### config.mk
export PLATFORM = sky130hd
export DESIGN_NAME = bus_wrr_arbiter_flat
export DESIGN_NICKNAME = d
export VERILOG_FILES = /design/src/rtl/bus_wrr_arbiter_pkg.sv /design/src/rtl/bus_wrr_arbiter_if.sv /design/src/rtl/bus_wrr_arbiter_rr_pick.sv /design/src/rtl/bus_wrr_arbiter.sv /design/src/flat_wrapper.sv
export SDC_FILE = /design/constraint.sdc
export NUM_CORES = 1
export LEC_CHECK = 0
export CAP_MARGIN = 15
export CORE_MARGIN = 3
export CORE_UTILIZATION = 60
export CTS_BUF_LIST = sky130_fd_sc_hd__clkbuf_8
export CTS_CLUSTER_DIAMETER = 150
export DETAILED_ROUTE_END_ITERATION = 8
export GPL_TIMING_DRIVEN = 1
export PLACE_DENSITY = 0.91
export SLEW_MARGIN = 15
export SYNTH_ARGS = -nofsm -noshare
export SYNTH_HDL_FRONTEND = slang
export SYNTH_SLANG_ARGS = --single-unit
### constraint.sdc
create_clock -name clk -period 9.95 [get_ports clk]
set_input_delay 2.985 -clock clk [delete_from_list [all_inputs] [get_ports clk]]
set_output_delay 2.985 -clock clk [all_outputs]
set_load 0.02 [all_outputs]
### src/rtl/bus_wrr_arbiter_pkg.sv
// Shared types and default sizing for the weighted round-robin bus arbiter.
package bus_arb_pkg;

  localparam int unsigned DRVS_DEF  = 8;
  localparam int unsigned WGT_W_DEF = 4;
  localparam int unsigned TMO_DEF   = 16;

  typedef enum logic {
    IDLE  = 1'b0,
    GRANT = 1'b1
  } arb_state_e;

endpackage

### src/rtl/bus_wrr_arbiter_if.sv
// Request/grant and weight-programming bundle between bus drivers and the arbiter.
interface bus_wrr_arbiter_if #(
  parameter int unsigned DRVS  = 8,
  parameter int unsigned WGT_W = 4
);
  localparam int unsigned IW = $clog2(DRVS);

  logic [DRVS-1:0]  pndng;
  logic             done;
  logic             wgt_we;
  logic [IW-1:0]    wgt_idx;
  logic [WGT_W-1:0] wgt_data;
  logic [DRVS-1:0]  gnt;
  logic             gnt_vld;
  logic [IW-1:0]    gnt_id;
  logic             err_tmo;

  modport master (
    output pndng, done, wgt_we, wgt_idx, wgt_data,
    input  gnt, gnt_vld, gnt_id, err_tmo
  );

  modport slave (
    input  pndng, done, wgt_we, wgt_idx, wgt_data,
    output gnt, gnt_vld, gnt_id, err_tmo
  );
endinterface

### src/rtl/bus_wrr_arbiter_rr_pick.sv
// Rotating priority encoder: first set request after ptr, wrapping modulo DRVS.
module rr_pick #(
  parameter int unsigned DRVS = 8,
  localparam int unsigned IW  = $clog2(DRVS)
) (
  input  logic [DRVS-1:0] req,
  input  logic [IW-1:0]   ptr,
  output logic [DRVS-1:0] gnt,
  output logic [IW-1:0]   idx,
  output logic            any
);

  // Scan from farthest to nearest so the nearest requester after ptr wins.
  always_comb begin
    logic [IW-1:0] p;
    gnt = '0;
    idx = '0;
    any = 1'b0;
    p   = '0;
    for (int unsigned k = DRVS; k >= 1; k--) begin
      p = IW'((32'(ptr) + k) % DRVS);
      if (req[p]) begin
        gnt    = '0;
        gnt[p] = 1'b1;
        idx    = p;
        any    = 1'b1;
      end
    end
  end

endmodule

### src/rtl/bus_wrr_arbiter.sv
// Weighted round-robin bus arbiter with per-holder packet credit and grant timeout.
module bus_wrr_arbiter
  import bus_arb_pkg::*;
#(
  parameter int unsigned DRVS  = DRVS_DEF,
  parameter int unsigned WGT_W = WGT_W_DEF,
  parameter int unsigned TMO   = TMO_DEF
) (
  input  logic             clk,
  input  logic             reset,
  bus_wrr_arbiter_if.slave bus
);

  localparam int unsigned IW = $clog2(DRVS);
  localparam int unsigned TW = $clog2(TMO + 1);

  arb_state_e       state_q, state_d;
  logic [DRVS-1:0]  gnt_q, gnt_d;
  logic             vld_q, vld_d;
  logic [IW-1:0]    id_q, id_d;
  logic             err_q, err_d;
  logic [WGT_W-1:0] credit_q, credit_d;
  logic [TW-1:0]    tmo_q, tmo_d;
  logic [IW-1:0]    ptr_q, ptr_d;
  logic [WGT_W-1:0] wgt_q [DRVS];

  logic [DRVS-1:0]  pick_gnt;
  logic [IW-1:0]    pick_idx;
  logic             pick_any;

  rr_pick #(.DRVS(DRVS)) u_pick (
    .req (bus.pndng),
    .ptr (ptr_q),
    .gnt (pick_gnt),
    .idx (pick_idx),
    .any (pick_any)
  );

  // Weight table; a load in the same cycle as a write sees the old value.
  always_ff @(posedge clk or posedge reset) begin
    if (reset) begin
      for (int unsigned i = 0; i < DRVS; i++) wgt_q[i] <= WGT_W'(1);
    end else if (bus.wgt_we) begin
      wgt_q[bus.wgt_idx] <= bus.wgt_data;
    end
  end

  // State and registered outputs.
  always_ff @(posedge clk or posedge reset) begin
    if (reset) begin
      state_q  <= IDLE;
      gnt_q    <= '0;
      vld_q    <= 1'b0;
      id_q     <= '0;
      err_q    <= 1'b0;
      credit_q <= '0;
      tmo_q    <= '0;
      ptr_q    <= IW'(DRVS - 1);
    end else begin
      state_q  <= state_d;
      gnt_q    <= gnt_d;
      vld_q    <= vld_d;
      id_q     <= id_d;
      err_q    <= err_d;
      credit_q <= credit_d;
      tmo_q    <= tmo_d;
      ptr_q    <= ptr_d;
    end
  end

  // Next-state: grant on any request from IDLE; release on credit exhaustion, drop or timeout.
  always_comb begin
    logic release_c;
    state_d   = state_q;
    gnt_d     = gnt_q;
    vld_d     = vld_q;
    id_d      = id_q;
    err_d     = 1'b0;
    credit_d  = credit_q;
    tmo_d     = tmo_q;
    ptr_d     = ptr_q;
    release_c = 1'b0;
    unique case (state_q)
      IDLE: begin
        if (pick_any) begin
          state_d  = GRANT;
          gnt_d    = pick_gnt;
          vld_d    = 1'b1;
          id_d     = pick_idx;
          credit_d = (wgt_q[pick_idx] == '0) ? WGT_W'(1) : wgt_q[pick_idx];
          tmo_d    = '0;
        end
      end
      GRANT: begin
        if (bus.done) begin
          tmo_d = '0;
          if (credit_q > WGT_W'(1) && bus.pndng[id_q]) credit_d = credit_q - WGT_W'(1);
          else release_c = 1'b1;
        end else if (!bus.pndng[id_q]) begin
          release_c = 1'b1;
        end else if (tmo_q == TW'(TMO - 1)) begin
          release_c = 1'b1;
          err_d     = 1'b1;
        end else begin
          tmo_d = tmo_q + TW'(1);
        end
        if (release_c) begin
          state_d = IDLE;
          gnt_d   = '0;
          vld_d   = 1'b0;
          ptr_d   = id_q;
        end
      end
      default: state_d = IDLE;
    endcase
  end

  assign bus.gnt     = gnt_q;
  assign bus.gnt_vld = vld_q;
  assign bus.gnt_id  = id_q;
  assign bus.err_tmo = err_q;

endmodule

### src/flat_wrapper.sv
// flat-port wrapper written by rule: the top's interface ports become plain ports
module bus_wrr_arbiter_flat import bus_arb_pkg::*;
#(
  parameter int unsigned DRVS  = DRVS_DEF,
  parameter int unsigned WGT_W = WGT_W_DEF,
  parameter int unsigned TMO   = TMO_DEF
)
  (clk, reset, bus_pndng, bus_done, bus_wgt_we, bus_wgt_idx, bus_wgt_data, bus_gnt, bus_gnt_vld, bus_gnt_id, bus_err_tmo);
  bus_wrr_arbiter_if #(.DRVS(DRVS), .WGT_W(WGT_W)) bus_i ();
  input  logic clk;
  input  logic reset;
  input wire logic [$bits(bus_i.pndng)-1:0] bus_pndng;
  input wire logic [$bits(bus_i.done)-1:0] bus_done;
  input wire logic [$bits(bus_i.wgt_we)-1:0] bus_wgt_we;
  input wire logic [$bits(bus_i.wgt_idx)-1:0] bus_wgt_idx;
  input wire logic [$bits(bus_i.wgt_data)-1:0] bus_wgt_data;
  output wire logic [$bits(bus_i.gnt)-1:0] bus_gnt;
  output wire logic [$bits(bus_i.gnt_vld)-1:0] bus_gnt_vld;
  output wire logic [$bits(bus_i.gnt_id)-1:0] bus_gnt_id;
  output wire logic [$bits(bus_i.err_tmo)-1:0] bus_err_tmo;
  assign bus_i.pndng = bus_pndng;
  assign bus_i.done = bus_done;
  assign bus_i.wgt_we = bus_wgt_we;
  assign bus_i.wgt_idx = bus_wgt_idx;
  assign bus_i.wgt_data = bus_wgt_data;
  assign bus_gnt = bus_i.gnt;
  assign bus_gnt_vld = bus_i.gnt_vld;
  assign bus_gnt_id = bus_i.gnt_id;
  assign bus_err_tmo = bus_i.err_tmo;
  bus_wrr_arbiter #(.DRVS(DRVS), .WGT_W(WGT_W), .TMO(TMO)) u_core (.clk(clk), .reset(reset), .bus(bus_i));
endmodule
==> results of run 1 <==
[routing by layer]
layer	track usage, %	vias to the layer above	part of all wire [%]
met4	11.9	0	3.4
met5	0	-	0
li1	-	1826	-
met3	6.66	52	11
met1	41.0	1957	40
met2	50.5	293	46
[sequential cells by signal (all words and copies together) (netlist names)]
| register | cells |
|---|---|
| u_core.bus.gnt | 8 |
| u_core.ptr_q | 3 |
| u_core.credit_q | 4 |
| u_core.bus.gnt_vld | 1 |
| u_core.state_q | 1 |
| u_core.wgt_q | 32 |
| u_core.tmo_q | 5 |
| u_core.bus.gnt_id | 3 |
| u_core.bus.err_tmo | 1 |
[per-stage QoR]
stage / util, % / hold slack (ns) / area (µm²)
floorplan: - / 0.466 / 4470
global placement: 68.5 / 0.481 / 4810
detailed placement: 68.5 / 0.495 / 4810
CTS: 72.1 / 0.512 / 5060
global route: 72.1 / 0.531 / 5060
finish: 72.1 / 0.511 / 5060
[cells by family (layout without fill, tap and decap cells)]
logic type | count (synthesis) | after routing
simple gates | 140 | 140
buf+inv | 34 | 64
mux | 86 | 86
flops | 58 | 58
fa+ha+maj | 10 | 10
compound gates | 132 | 132
xor+xnor | 6 | 6
[cell usage in the layout, fill, tap and decap left out, drive strengths merged, types with 3 or more instances in the layout]
cell,netlist,routed
nand2,52,52
dfrtp,47,47
mux2,44,44
nor2,42,42
mux2i,31,31
a21oi,31,31
clkdlybuf4s50,0,31
o21ai,26,26
o22ai,16,16
inv,13,12
dfstp,11,11
mux4,11,11
ha,10,10
clkbuf,10,10
a22oi,8,8
o211ai,7,7
and2,7,7
nand3,6,6
a211oi,5,5
nand2b,5,5
nand4b,4,4
xor2,4,4
nor3,4,4
a221o,4,4
a31oi,4,4
nand4,4,4
o31ai,4,4
and3,4,4
nor2b,3,3
nor4,3,3
a22o,3,3
bufinv,0,3
buf,10,3
a221oi,3,3
clkinv,1,3
[worst min path at each step]
stage                                  start                             to
5_1_grt          u_core.wgt_q[2]$_DFFE_PP0P_    u_core.wgt_q[2]$_DFFE_PP0P_
3_5_place_dp     u_core.tmo_q[1]$_DFFE_PP0P_    u_core.tmo_q[1]$_DFFE_PP0P_
4_1_cts          u_core.tmo_q[1]$_DFFE_PP0P_    u_core.tmo_q[1]$_DFFE_PP0P_
6_report         u_core.tmo_q[1]$_DFFE_PP0P_    u_core.tmo_q[1]$_DFFE_PP0P_
3_3_place_gp   u_core.bus.gnt[2]$_DFFE_PP0P_  u_core.bus.gnt[2]$_DFFE_PP0P_
2_1_floorplan    u_core.tmo_q[1]$_DFFE_PP0P_    u_core.tmo_q[1]$_DFFE_PP0P_
[layout make-up]
type                       instances  area (µm²)  area share (%)
clock buffer                      10         138            2.72
clock inverter                     6         114            2.25
inverter                          14        53.8            1.06
multi-input combinational        374        2840            56.1
sequential                        58        1470            28.9
tap                               96         120            2.37
timing repair buffer              34         333            6.57
[critical path, stage by stage]
cell and delay, ns:
sky130_fd_sc_hd__clkdlybuf4s50_1 0.52, sky130_fd_sc_hd__mux4_1 0.66, sky130_fd_sc_hd__nand2_2 0.20, sky130_fd_sc_hd__nand2_2 0.18, sky130_fd_sc_hd__a2111oi_2 0.49, sky130_fd_sc_hd__o21ai_1 0.16
sky130_fd_sc_hd__a221oi_1 0.62, sky130_fd_sc_hd__and2_4 0.27, sky130_fd_sc_hd__a22oi_2 0.08, sky130_fd_sc_hd__and3_4 0.19, sky130_fd_sc_hd__o41ai_2 0.36
==> impl_table.tex, run 1 <==
\begin{tabular}{lr}
\hline
Metric & Value \\
\hline
\multicolumn{2}{l}{\textbf{Finish}} \\
\quad Area growth from synthesis to layout & 13.2\% \\
\quad Non-filler cells in the finished layout & 592 \\
\quad Layout net count & 520 \\
\quad Number of fill cells in the layout & 507 \\
\quad Antenna cells & 0 \\
\quad Share of cells above drive strength 1 & 20.0\% \\
\multicolumn{2}{l}{\textbf{CTS}} \\
\quad Count of H-tree levels built during CTS & 3 \\
\quad Number of buffers inserted during clock tree synthesis & 9 \\
\quad Resize count post-CTS & 0 \\
\quad Number of sinks handled by clock tree synthesis & 58 \\
\quad Hold-fix buffers at CTS & 0 \\
\quad Clk root buf & sky130\_fd\_sc\_hd\_\_clkbuf\_8 \\
\quad Clock latency on the worst-skew pair & 0.35 ns \\
\quad CTS clk-pin slew, worst paths & 0.07 ns \\
\quad CTS tree & done \\
\quad Setup Fix Bufs, Post-CTS & 0 \\
\quad Buffers from clock root to sink, at most & 2 \\
\multicolumn{2}{l}{\textbf{Synth}} \\
\quad Most instantiated cells after synthesis & sky130\_fd\_sc\_hd\_\_nand2\_1 (49), sky130\_fd\_sc\_hd\_\_dfrtp\_1 (47), sky130\_fd\_sc\_hd\_\_nor2\_1 (42) \\
\quad Async set or reset register ratio after synthesis & 100\% \\
\quad Adder-Cell Fraction of Synth Area & 2.80\% \\
\quad Number of distinct library cells after synthesis & 71 \\
\quad Largest family of logic cells by synthesized area & multiplexers \\
\quad Number of enable-type register cells in the synthesized netlist & 0 \\
\quad Synth Area per Inst & 9.59 µm² \\
\quad Share of the synthesized area in the top cell type & 26.3\% \\
\quad Xor/xnor cell area share of the yosys netlist & 1.18\% \\
\quad Number of storage elements in the synthesis netlist & 58 \\
\quad Simple-Gate Fraction of Synth Area & 14.9\% \\
\quad Total of warnings raised by yosys & 0 \\
\quad Leading register cell type out of synthesis & sky130\_fd\_sc\_hd\_\_dfrtp\_1 \\
\quad Net count after synthesis & 495 \\
\quad Sequential area share after synthesis & 32.8\% \\
\quad Synthesized cell area & 0.00447 mm² \\
\quad Synthesized instance count & 466 \\
\quad Cell taking the most area after synthesis & sky130\_fd\_sc\_hd\_\_dfrtp\_1 \\
\quad Compound-cell area share of the yosys netlist & 20.3\% \\
\quad Cell with the most instances after synthesis & sky130\_fd\_sc\_hd\_\_nand2\_1 \\
\quad Dominant cells by area after synthesis & sky130\_fd\_sc\_hd\_\_dfrtp\_1 (26\%), sky130\_fd\_sc\_hd\_\_mux2\_2 (10\%), sky130\_fd\_sc\_hd\_\_mux2i\_1 (6.9\%), sky130\_fd\_sc\_hd\_\_dfstp\_2 (6.5\%), sky130\_fd\_sc\_hd\_\_mux4\_2 (4.5\%) \\
\quad Portion of netlist area occupied by mux cells & 24.1\% \\
\multicolumn{2}{l}{\textbf{Floorplanning}} \\
\quad Overall die area & 0.00852 mm² \\
\quad Core area & 0.00702 mm² \\
\quad Effective utilization at floorplan & 63.7\% \\
\quad Die height & 92.3 µm \\
\quad Num ports & 32 \\
\quad Cell row count & 30 \\
\quad Width of the chip & 92.3 µm \\
\multicolumn{2}{l}{\textbf{Routing}} \\
\quad Number of detailed-route iterations in the first pass & 7 \\
\quad Number of design-rule violations left by the first detailed-router iteration & 477 \\
\quad DRC Markers & 0 \\
\quad DRT antenna net count & 0 \\
\quad Total vias in the final route & 4128 \\
\quad Total Routed Length & 12.7 mm \\
\quad Number of vias per cell & 6.97 \\
\quad Wirelength per Cell & 21.4 µm \\
\multicolumn{2}{l}{\textbf{Placed design}} \\
\quad Placed cell count & 576 \\
\quad Placer's final routability congestion estimate & 0.976 \\
\quad Setup WS pre-CTS & 3.30 ns \\
\quad Port Buffer Count & 31 \\
\quad Half-perimeter wire length after detailed placement & 9.05 mm \\
\multicolumn{2}{l}{\textbf{Critical path}} \\
\quad Source of the critical timing path & bus\_pndng[7] \\
\quad Element type at the critical path end & flip-flop \\
\quad Endpoint of the lowest-slack register-to-register path & u\_core.credit\_q[0]\$\_DFFE\_PP0P\_ \\
\quad Critical path class & input port to flip-flop \\
\quad Crit Reg-Reg Startpoint & u\_core.ptr\_q[1]\$\_DFFE\_PP1P\_ \\
\quad Max FO, Critical Path & 9 \\
\quad Worst setup path end & u\_core.credit\_q[0]\$\_DFFE\_PP0P\_ \\
\quad R2r worst-path depth & 12 \\
\quad Critical path required time & 10.19 ns \\
\quad FF-to-FF setup slack & 4.58 ns \\
\quad Critical path launch point type & input port \\
\quad Data arrival time at the worst-slack endpoint & 6.73 ns \\
\multicolumn{2}{l}{\textbf{STA}} \\
\quad Period utilisation layout & 65.2\% \\
\quad Clock tree skew after final layout & 0.00608 ns \\
\quad Normalized max-slew margin & 28.8\% \\
\quad Total negative slack for setup checks & 0 ns \\
\quad Final Max Slew Viols & 0 \\
\quad Final setup fails & 0 \\
\quad Time the worst path needs with I/O delays and setup & 6.49 ns \\
\quad Final worst-path setup slack & 3.46 ns \\
\quad RSZ-0062 raised after global routing & false \\
\quad Fmax & 154 MHz \\
\quad Final hold vios & 0 \\
\quad Actual slew at the worst max-slew pin & 1.07 ns \\
\multicolumn{2}{l}{\textbf{Status}} \\
\quad Run status & finished clean \\
\multicolumn{2}{l}{\textbf{Run}} \\
\quad Max-capacitance violation count & 0 \\
\multicolumn{2}{l}{\textbf{Hold path}} \\
\quad Hold Path Class & flip-flop to flip-flop \\
\quad Hold Path Cell Cnt & 2 \\
\multicolumn{2}{l}{\textbf{Global routing}} \\
\quad Via count of the first global-routing pass & 3998 \\
\quad Pin count of the biggest net entering global routing & 59 \\
\quad Gr usage total & 31.2\% \\
\quad Number of antenna violations at the first check in global routing & 0 \\
\quad First-pass GRT wire length & 20.8 mm \\
\quad GR Overflow Total & 0 \\
\hline
\end{tabular}
Power of run 1 is not shown: default switching activity piles up to over one toggle a cycle in this logic, so the estimate is an artifact.
==> run 2: changes to the inputs <==
Clock period 9.95 ns to 6.7 ns, I/O delays scaled along.
==> impl_table.tex, run 2 (synthesis gave the netlist of run 1 again) <==
\begin{tabular}{lr}
\hline
Metric & Value \\
\hline
\multicolumn{2}{l}{\textbf{Global routing}} \\
\quad GR Overflow Total & 0 (unchanged) \\
\quad Gr usage total & 31.4\% (was 31.2\%) \\
\quad First-pass GRT wire length & 20.9 mm (was 20.8 mm) \\
\quad Via count of the first global-routing pass & 3979 (was 3998) \\
\quad Pin count of the biggest net entering global routing & 59 (unchanged) \\
\quad Number of antenna violations at the first check in global routing & 0 (unchanged) \\
\multicolumn{2}{l}{\textbf{STA}} \\
\quad Actual slew at the worst max-slew pin & 0.900 ns (was 1.07 ns) \\
\quad Fmax & 186 MHz \\
\quad Normalized max-slew margin & 39.8\% (was 28.8\%) \\
\quad Final setup fails & 0 (unchanged) \\
\quad Clock tree skew after final layout & 0.00775 ns (was 0.00608 ns) \\
\quad Total negative slack for setup checks & 0 ns (unchanged) \\
\quad Final Max Slew Viols & 0 (unchanged) \\
\quad Period utilisation layout & 80.4\% \\
\quad Time the worst path needs with I/O delays and setup & 5.39 ns \\
\quad Final hold vios & 0 (unchanged) \\
\quad RSZ-0062 raised after global routing & false (unchanged) \\
\multicolumn{2}{l}{\textbf{Critical path}} \\
\quad Critical path launch point type & input port (unchanged) \\
\quad Critical path required time & 6.92 ns (was 10.19 ns) \\
\quad FF-to-FF setup slack & 1.37 ns (was 4.58 ns) \\
\quad Data arrival time at the worst-slack endpoint & 5.60 ns (was 6.73 ns) \\
\quad Crit Reg-Reg Startpoint & u\_core.ptr\_q[1]\$\_DFFE\_PP1P\_ (unchanged) \\
\quad Critical path class & input port to flip-flop (unchanged) \\
\quad Element type at the critical path end & flip-flop (unchanged) \\
\quad Endpoint of the lowest-slack register-to-register path & u\_core.credit\_q[0]\$\_DFFE\_PP0P\_ (unchanged) \\
\quad R2r worst-path depth & 12 (unchanged) \\
\quad Max FO, Critical Path & 9 (unchanged) \\
\multicolumn{2}{l}{\textbf{Routing}} \\
\quad DRC Markers & 0 (unchanged) \\
\quad Number of vias per cell & 6.95 (was 6.97) \\
\quad Total vias in the final route & 4129 (was 4128) \\
\quad Number of detailed-route iterations in the first pass & 5 (was 7) \\
\quad Number of design-rule violations left by the first detailed-router iteration & 509 (was 477) \\
\quad Total Routed Length & 13.0 mm (was 12.7 mm) \\
\quad Wirelength per Cell & 21.8 µm (was 21.4 µm) \\
\quad DRT antenna net count & 0 (unchanged) \\
\multicolumn{2}{l}{\textbf{CTS}} \\
\quad Number of buffers inserted during clock tree synthesis & 9 (unchanged) \\
\quad Clk root buf & sky130\_fd\_sc\_hd\_\_clkbuf\_8 (unchanged) \\
\quad Clock latency on the worst-skew pair & 0.35 ns (about the same) \\
\quad Hold-fix buffers at CTS & 0 (unchanged) \\
\quad CTS tree & done (unchanged) \\
\quad Setup Fix Bufs, Post-CTS & 0 (unchanged) \\
\quad Buffers from clock root to sink, at most & 2 (unchanged) \\
\quad Number of sinks handled by clock tree synthesis & 58 (unchanged) \\
\quad CTS clk-pin slew, worst paths & 0.06 ns (was 0.07 ns) \\
\quad Resize count post-CTS & 0 (unchanged) \\
\quad Count of H-tree levels built during CTS & 3 (unchanged) \\
\multicolumn{2}{l}{\textbf{Finish}} \\
\quad Register name with the most flops & u\_core.wgt\_q (unchanged) \\
\quad Non-filler cells in the finished layout & 594 (was 592) \\
\quad Layout net count & 522 (was 520) \\
\quad Antenna cells & 0 (unchanged) \\
\quad Most used cells in the layout excluding fill and tap cells & sky130\_fd\_sc\_hd\_\_nand2\_1 (49), sky130\_fd\_sc\_hd\_\_dfrtp\_1 (47), sky130\_fd\_sc\_hd\_\_nor2\_1 (42) (unchanged) \\
\quad Number of fill cells in the layout & 494 (was 507) \\
\quad Area growth from synthesis to layout & 13.4\% (was 13.2\%) \\
\quad Most common library cell in the layout ignoring fill and taps & sky130\_fd\_sc\_hd\_\_nand2\_1 (unchanged) \\
\quad Flip-flop count of the largest register after layout & 32 (unchanged) \\
\quad Share of the core filled with cells & 72.2\% (was 72.1\%) \\
\quad Share of cells above drive strength 1 & 20.5\% (was 20.0\%) \\
\quad Post-route cell area & 0.00507 mm² (was 0.00506 mm²) \\
\multicolumn{2}{l}{\textbf{Placed design}} \\
\quad Area post-placement & 0.00482 mm² (was 0.00481 mm²) \\
\quad Placer's final routability congestion estimate & 0.984 (was 0.976) \\
\quad Half-perimeter wire length after detailed placement & 9.18 mm (was 9.05 mm) \\
\quad Port Buffer Count & 31 (unchanged) \\
\quad Placed cell count & 578 (was 576) \\
\multicolumn{2}{l}{\textbf{Hold path}} \\
\quad Launch instance of the worst min-delay path & u\_core.bus.gnt[2]\$\_DFFE\_PP0P\_ (was u\_core.tmo\_q[1]\$\_DFFE\_PP0P\_) \\
\quad WHS Endpoint & u\_core.bus.gnt[2]\$\_DFFE\_PP0P\_ (was u\_core.tmo\_q[1]\$\_DFFE\_PP0P\_) \\
\quad Hold Path Class & flip-flop to flip-flop (unchanged) \\
\quad Hold Path Cell Cnt & 2 (unchanged) \\
\multicolumn{2}{l}{\textbf{Status}} \\
\quad Run status & finished clean (unchanged) \\
\multicolumn{2}{l}{\textbf{Floorplanning}} \\
\quad Overall die area & 0.00852 mm² (unchanged) \\
\quad Core area & 0.00702 mm² (unchanged) \\
\quad Cell row count & 30 (unchanged) \\
\quad Effective utilization at floorplan & 63.7\% (unchanged) \\
\quad Die height & 92.3 µm (unchanged) \\
\quad Width of the chip & 92.3 µm (unchanged) \\
\quad Num ports & 32 (unchanged) \\
\multicolumn{2}{l}{\textbf{Run}} \\
\quad Max-capacitance violation count & 0 (unchanged) \\
\hline
\end{tabular}
-- run 2: cell count changes in the layout (fill, tap and decap cells not counted), sizes merged --
| cell | previous run | this run |
|---|---|---|
| clkinvlp | 2 | 1 |
| inv | 12 | 13 |
| clkinv | 3 | 2 |
| bufinv | 3 | 2 |
| buf | 3 | 5 |
| clkbuf | 10 | 12 |
-- run 2: critical path, cell delays in order --
cell                              delay (ns)
sky130_fd_sc_hd__clkdlybuf4s50_1        0.56
sky130_fd_sc_hd__mux4_1                 0.61
sky130_fd_sc_hd__nand2_2                0.20
sky130_fd_sc_hd__nand2_2                0.20
sky130_fd_sc_hd__a2111oi_2              0.39
sky130_fd_sc_hd__o21ai_1                0.15
sky130_fd_sc_hd__a221oi_1               0.64
sky130_fd_sc_hd__nor2_1                 0.11
sky130_fd_sc_hd__or3_1                  0.36
sky130_fd_sc_hd__a311oi_2               0.27
sky130_fd_sc_hd__o41ai_2                0.11
-- run 2: how the worst max path moves through the flow --
stage	cells past startpoint	slack, ns	endpoint	startpoint
after global routing	11	1.13	u_core.credit_q[0]$_DFFE_PP0P_	bus_pndng[1]
after CTS	11	1.41	u_core.credit_q[0]$_DFFE_PP0P_	bus_pndng[1]
after global placement	12	1.32	u_core.credit_q[0]$_DFFE_PP0P_	bus_pndng[1]
after detailed placement	11	1.21	u_core.credit_q[0]$_DFFE_PP0P_	bus_pndng[1]
after floorplan	11	2.10	u_core.credit_q[0]$_DFFE_PP0P_	bus_pndng[7]
final	11	1.31	u_core.credit_q[0]$_DFFE_PP0P_	bus_pndng[1]
-- run 2: routing by layer --
layer  global-route usage, %  routed length [µm]
met5                       0                   0
met3                    8.20                1170
met1                    41.8                5220
met2                    49.4                6150
met4                    11.9                 408
-- run 2: stage by stage --
stage / worst slack [ns] / hold WS [ns]
after global routing: 1.13 / 0.525
final: 1.31 / 0.497
after global placement: 1.32 / 0.471
after CTS: 1.41 / 0.497
after floorplan: 2.10 / 0.466
after detailed placement: 1.21 / 0.481
-- run 2: layout make-up --
type                            count  area (µm²)  area share [%]
Timing Repair Buffer               36         348            6.86
Tap cell                           96         120            2.37
Sequential cell                    58        1470            28.9
Clock inverter                      4        72.6            1.43
Clock buffer                       12         165            3.26
Inverter                           14        52.6            1.04
Multi-Input combinational cell    374        2850            56.1
Power of run 2 is left out for the same reason.
